<file path="src/rtl/csi_rx_byte_align_pkg.sv">
// Shared types and helpers for the CSI-2 lane byte aligner.
// Used by csi_rx_sync_detect and csi_rx_byte_align.
package csi_rx_byte_align_pkg;

    localparam logic [7:0] CSI_SYNC_BYTE = 8'hB8;

    typedef enum logic {
        SEARCH = 1'b0,
        LOCKED = 1'b1
    } align_state_t;

    // True when a and b differ in at most one bit position.
    function automatic logic within_one_bit(input logic [7:0] a, input logic [7:0] b);
        logic [7:0] diff;
        diff = a ^ b;
        return (diff & (diff - 8'd1)) == 8'd0;
    endfunction

endpackage

</file>
<file path="src/rtl/csi_rx_sync_detect.sv">
// Combinational sync-byte search over the 8 bit offsets of a 16-bit window.
// With CSI_RX_SYNC_1BIT_TOL_EN defined, a 1-bit-error candidate also hits; exact hits still win.
module csi_rx_sync_detect
    import csi_rx_byte_align_pkg::*;
(
    input  logic [15:0] window,
    input  logic [7:0]  pattern,
    output logic        hit,
    output logic        exact,
    output logic [2:0]  offset
);

    logic [7:0] exact_vec;
    logic [7:0] near_vec;
    logic       exact_any;
    logic       near_any;

    generate
        for (genvar gi = 0; gi < 8; gi++) begin : g_cand
            assign exact_vec[gi] = (window[gi+7:gi] == pattern);
`ifdef CSI_RX_SYNC_1BIT_TOL_EN
            assign near_vec[gi] = within_one_bit(window[gi+7:gi], pattern);
`else
            assign near_vec[gi] = exact_vec[gi];
`endif
        end
    endgenerate

    assign exact_any = |exact_vec;
    assign near_any  = |near_vec;

    // Exact matches anywhere outrank tolerant ones; within a class the lowest offset wins.
    always_comb begin
        offset = 3'd0;
        for (int i = 7; i >= 0; i--) begin
            if (exact_any ? exact_vec[i] : near_vec[i]) begin
                offset = 3'(i);
            end
        end
        hit   = exact_any | near_any;
        exact = exact_any;
    end

endmodule

</file>
<file path="src/rtl/csi_rx_byte_align.sv">
// Byte aligner for one CSI-2 D-PHY lane: finds the HS sync byte, locks its bit offset, emits payload.
// Optional macro CSI_RX_SYNC_1BIT_TOL_EN enables locking on a sync byte with one bit in error.
module csi_rx_byte_align
    import csi_rx_byte_align_pkg::*;
#(
    parameter logic [7:0]  SYNC_PATTERN   = CSI_SYNC_BYTE,
    parameter logic [15:0] SEARCH_TIMEOUT = 16'd0
) (
    input  logic       byte_clock,
    input  logic       reset,
    input  logic [7:0] byte_in,
    input  logic       wait_for_sync,
    input  logic       packet_done,
    output logic [7:0] byte_out,
    output logic       byte_valid,
    output logic [2:0] sync_offset,
    output logic       sync_timeout,
    output logic       sync_soft_err
);

    align_state_t state_reg, state_next;
    logic [7:0]   b0_reg, b1_reg;
    logic [15:0]  window;
    logic [15:0]  window_shifted;
    logic [7:0]   byte_out_reg, byte_out_next;
    logic         byte_valid_reg, byte_valid_next;
    logic [2:0]   sync_offset_reg, sync_offset_next;
    logic         sync_timeout_reg, sync_timeout_next;
    logic         soft_err_reg, soft_err_next;
    logic [15:0]  timeout_cnt_reg, timeout_cnt_next;
    logic         det_hit, det_exact, det_valid;
    logic [2:0]   det_offset;

    // Older word sits in the low byte because bit 0 is the oldest bit on the wire.
    assign window         = {b0_reg, b1_reg};
    assign window_shifted = window >> sync_offset_reg;
    assign det_valid      = wait_for_sync && det_hit;

    csi_rx_sync_detect u_sync_detect (
        .window  (window),
        .pattern (SYNC_PATTERN),
        .hit     (det_hit),
        .exact   (det_exact),
        .offset  (det_offset)
    );

    always_comb begin
        state_next        = state_reg;
        byte_out_next     = byte_out_reg;
        byte_valid_next   = 1'b0;
        sync_offset_next  = sync_offset_reg;
        sync_timeout_next = 1'b0;
        soft_err_next     = 1'b0;
        timeout_cnt_next  = timeout_cnt_reg;
        case (state_reg)
            SEARCH: begin
                if (det_valid && !packet_done) begin
                    state_next       = LOCKED;
                    sync_offset_next = det_offset;
                    soft_err_next    = !det_exact;
                end
                if (!wait_for_sync || det_valid) begin
                    timeout_cnt_next = 16'd0;
                end else if (SEARCH_TIMEOUT != 16'd0 && timeout_cnt_reg != SEARCH_TIMEOUT) begin
                    timeout_cnt_next  = timeout_cnt_reg + 16'd1;
                    sync_timeout_next = (timeout_cnt_reg + 16'd1 == SEARCH_TIMEOUT);
                end
            end
            LOCKED: begin
                timeout_cnt_next = 16'd0;
                if (packet_done) begin
                    state_next = SEARCH;
                end else begin
                    byte_out_next   = window_shifted[7:0];
                    byte_valid_next = 1'b1;
                end
            end
            default: begin
                state_next = SEARCH;
            end
        endcase
    end

    always_ff @(posedge byte_clock) begin
        if (reset) begin
            state_reg        <= SEARCH;
            b0_reg           <= 8'd0;
            b1_reg           <= 8'd0;
            byte_out_reg     <= 8'd0;
            byte_valid_reg   <= 1'b0;
            sync_offset_reg  <= 3'd0;
            sync_timeout_reg <= 1'b0;
            soft_err_reg     <= 1'b0;
            timeout_cnt_reg  <= 16'd0;
        end else begin
            state_reg        <= state_next;
            b0_reg           <= byte_in;
            b1_reg           <= b0_reg;
            byte_out_reg     <= byte_out_next;
            byte_valid_reg   <= byte_valid_next;
            sync_offset_reg  <= sync_offset_next;
            sync_timeout_reg <= sync_timeout_next;
            soft_err_reg     <= soft_err_next;
            timeout_cnt_reg  <= timeout_cnt_next;
        end
    end

    assign byte_out      = byte_out_reg;
    assign byte_valid    = byte_valid_reg;
    assign sync_offset   = sync_offset_reg;
    assign sync_timeout  = sync_timeout_reg;
    // Without tolerance every hit is exact, so this pulse can only fire when the macro is defined.
    assign sync_soft_err = soft_err_reg;

endmodule
</file>
<file path="config.mk">
export PLATFORM = sky130hd
export DESIGN_NAME = csi_rx_byte_align
export DESIGN_NICKNAME = d
export VERILOG_FILES = /design/src/rtl/csi_rx_byte_align_pkg.sv /design/src/rtl/csi_rx_sync_detect.sv /design/src/rtl/csi_rx_byte_align.sv
export SDC_FILE = /design/constraint.sdc
export NUM_CORES = 1
export LEC_CHECK = 0
export ABC_AREA = 1
export BUFFER_PORTS_ARGS = -buffer_cell sky130_fd_sc_hd__buf_2
export CAP_MARGIN = 20
export CORE_ASPECT_RATIO = 0.5
export CORE_MARGIN = 2
export CORE_UTILIZATION = 58
export CTS_BUF_LIST = sky130_fd_sc_hd__clkbuf_8
export CTS_CLUSTER_DIAMETER = 40
export DETAILED_ROUTE_END_ITERATION = 7
export PLACE_DENSITY = 0.81
export SYNTH_ARGS = -nofsm -noshare
export SYNTH_HDL_FRONTEND = slang
export SYNTH_SLANG_ARGS = --single-unit
export TNS_END_PERCENT = 50
</file>
<file path="constraint.sdc">
create_clock -name byte_clock -period 1.4 [get_ports byte_clock]
set_input_delay 0.14 -clock byte_clock [delete_from_list [all_inputs] [get_ports byte_clock]]
set_output_delay 0.14 -clock byte_clock [all_outputs]
set_load 0.02 [all_outputs]
</file>
==> results.sh <==
export IMPL_netlist_area_leader_share_pct=35.0
export IMPL_ir_worst_vdd_mv=0.616
export IMPL_root_buffer="clkbuf_8"
export IMPL_clk_pin_slew_ns=0.07
export IMPL_timing_rr_start="b0_reg[0]"
export IMPL_setup_violations=0
export IMPL_p_sw_w=0.000467
export IMPL_startpoint_type="register"
export IMPL_cpMostUsedCell="nand2_1"
export IMPL_cp_end_kind="register"
export IMPL_drc=0
export IMPL_die_y_um=42.5
export IMPL_grt_max_degree=21
export IMPL_cp_max_fo=8
export IMPL_synthTopCellsByArea="dfxtp_1 (35%), nand2_1 (16%), nor2_1 (10%)"
export IMPL_worstRegToRegCells=9
export IMPL_numCtsBuffers=5
export IMPL_grt_pass1_wl_mm=6.67
export IMPL_design_core_area_um2=2700
export IMPL_synth_top_area_cell="dfxtp_1"
export IMPL_syn_cell_area_um2=1720
export IMPL_ff_latch_area_um2=623
export IMPL_die_w_um=80.9
export IMPL_fillers=235
export IMPL_start_util_pct=63.5
export IMPL_syn_inst=267
export IMPL_wire_per_inst_um=12.2
export IMPL_seqPwrFrac_pct=50.2
export IMPL_drt_first_pass_iters=7
export IMPL_hold_depth=3
export IMPL_pwr_share_comb_pct=8.9
export IMPL_max_freq_mhz=764
export IMPL_syn2layout_area_growth_pct=17.1
export IMPL_path_cells="buf_12, nand2_1, nor2_1, nand2_1, nand2_2, o21ai_4, nand3_2, nand2_1, nor2_1"
export IMPL_crit_type="reg -> reg"
export IMPL_antenna_found_initial=0
export IMPL_port_buffers=24
export IMPL_setup_ws_ns=0.0914
export IMPL_power_frac_clock_pct=40.9
export IMPL_finClkSkew_ns=0.00680
export IMPL_cts_sinks=30
export IMPL_drt_wl_total_mm=4.09
export IMPL_intPower_w=0.00133
export IMPL_ant_nets=0
export IMPL_fin_crit_sh_pct=93.5
export IMPL_cts_tree="done"
export IMPL_outcome="finished, final reports clean"
export IMPL_placed_area_um2=1860
export IMPL_multi_input_area_um2=871
export IMPL_finalNetCount=309
export IMPL_die_area_um2=3440
export IMPL_crit_arrival_ns=1.49
export IMPL_hold_buffers=0
export IMPL_crit_required_ns=1.58
export IMPL_slew_violations=0
export IMPL_crit_end="sync_offset[0]"
export IMPL_boundaryPins=26
export IMPL_insertion_delay_ns=0.29
export IMPL_routabilityCongestion=0.945
export IMPL_grt_overflow=0
export IMPL_worstSetupStartpoint="b0_reg[0]"
export IMPL_layout_drive_gt1_share_pct=26.5
export IMPL_clk_path_buf_depth=2
export IMPL_yosysSeqAreaShare_pct=35.0
export IMPL_power_density_nw_per_um2=894
export IMPL_reg2reg_slack_ns=0.09
export IMPL_leakagePower_nw=1.00
export IMPL_cts_htree_levels=2
export IMPL_grt_pass1_vias=1428
export IMPL_drt_initial_drc_count=173
export IMPL_antennaDiodeCount=0
export IMPL_fin_tns_setup_ns=0
export IMPL_yosys_warnings=0
export IMPL_finalHoldViolations=0
export IMPL_fin_area_um2=2010
export IMPL_drv_cap=0
export IMPL_dp_worst_setup_slack_ns=-0.0537
export IMPL_crit_path_max_incr_delay_ns=0.33
export IMPL_vias=1706
export IMPL_postSynthAreaPerCell_um2=6.42
export IMPL_fin_crit_ns=1.31
export IMPL_yosys_register_bits=30
export IMPL_dpl_hpwl_mm=2.92
export IMPL_hold_path_class="in -> reg"
export IMPL_rows=13
export IMPL_fin_util_pct=74.4
export IMPL_r2r_end="sync_offset[0]"
export IMPL_routed_via_density=5.09
export IMPL_cp_slowest_cell="dfxtp_1"
export IMPL_synth_cell_type_count=27
export IMPL_swShare_pct=26.0
export IMPL_grt_usage_pct=25.8
layer usage:
metal	share of wire (%)	wire [um]	GRT usage, %
met5	0	0	0
met4	1.1	46	7.12
met3	8.7	358	7.33
met2	40	1640	35.5
met1	50	2050	38.7
how the worst min path moves through the flow:
| stage | start | end | slack (ns) |
|---|---|---|---|
| 6_report | byte_in[5] | b0_reg[5] | 0.05 |
| 5_1_grt | byte_in[5] | b0_reg[5] | 0.05 |
| 4_1_cts | byte_in[4] | b0_reg[4] | 0.05 |
| 3_5_place_dp | byte_in[6] | b0_reg[6] | 0.34 |
| 3_3_place_gp | byte_in[5] | b0_reg[5] | 0.34 |
| 2_1_floorplan | byte_in[0] | b0_reg[0] | 0.25 |
synth_stat cells:
cell	count
o21ai_4	1
clkbuf_1	3
nor2_2	4
nand2_2	4
a21oi_1	4
conb_1	1
nand3_1	13
o21ai_1	11
buf_6	4
buf_8	1
inv_1	33
clkinv_1	2
nand4_1	2
dfxtp_1	30
buf_2	3
nand2_1	71
nor2_1	46
nor3b_2	1
mux2i_1	1
nand2_4	3
o21ai_0	9
nand3_2	1
buf_4	2
inv_2	5
a31oi_1	1
inv_6	1
o211ai_1	10
area by class of cell:
cell class / count / area share, %
Clock buffer: 6 / 4.11
Clock inverter: 2 / 0.623
Inverter: 41 / 7.91
Multi-Input combinational cell: 184 / 43.3
Sequential cell: 30 / 31.0
Tap cell: 37 / 2.30
Timing Repair Buffer: 35 / 10.7
kinds of logic (layout without fill, tap and decap cells):
kind of cell	after synthesis	after routing	synth area share, %
AO/OA/AOI/OAI	36	36	12.7
buffers and inverters	54	84	15.2
flip-flops	30	30	35.0
multiplexers	1	1	0.584
other	1	2	0.219
AND/OR/NAND/NOR	145	145	36.3
what timing repair did:
item / CTS / global route
setup buffers: 0 / 2
pin swaps: 0 / 2
endpoints found under the setup margin: 2 / 11
resized for setup: 1 / 20
power by group through the flow:
| stage | combinational (W) | sequential, W | clock (W) |
|---|---|---|---|
| CTS | 0.000150 | 0.000905 | 0.000745 |
| global placement | 0.000147 | 0.000923 | 0 |
| floorplan | 0.000115 | 0.000914 | 0 |
| detailed placement | 0.000148 | 0.000924 | 0 |
| finish | 0.000159 | 0.000902 | 0.000735 |
| global route | 0.000179 | 0.000906 | 0.000781 |
worst max-delay path: cells and delay by family, from the launching register on:
family                 cells  cell delay (ns)
buffers and inverters      1             0.14
DFF                        1             0.33
and+or+nand+nor            7             0.48
AOI/OAI and AO/OA          1             0.25
per-stage QoR:
step                instances  total power, W  hold WS [ns]
floorplan                 268         0.00103         0.247
global placement          325         0.00107         0.339
detailed placement        325         0.00107         0.345
CTS                       333         0.00180        0.0473
global route              335         0.00187        0.0476
finish                    335         0.00180        0.0455
layout by cell type, fill, tap and decap left out, types with 3 or more instances in the layout:
cell type and n:
nand2_1 71, nor2_1 46, inv_1 30, buf_2 24, dfxtp_1 20, nand3_1 12, o21ai_1 11, o211ai_1 10
buf_4 10, inv_2 8, o21ai_0 8, dfxtp_2 6, clkbuf_8 6, nor2_2 4, nand2_2 4, dfxtp_4 4
nand2_4 3, a21oi_1 3
(Power assumes the default switching activity.)
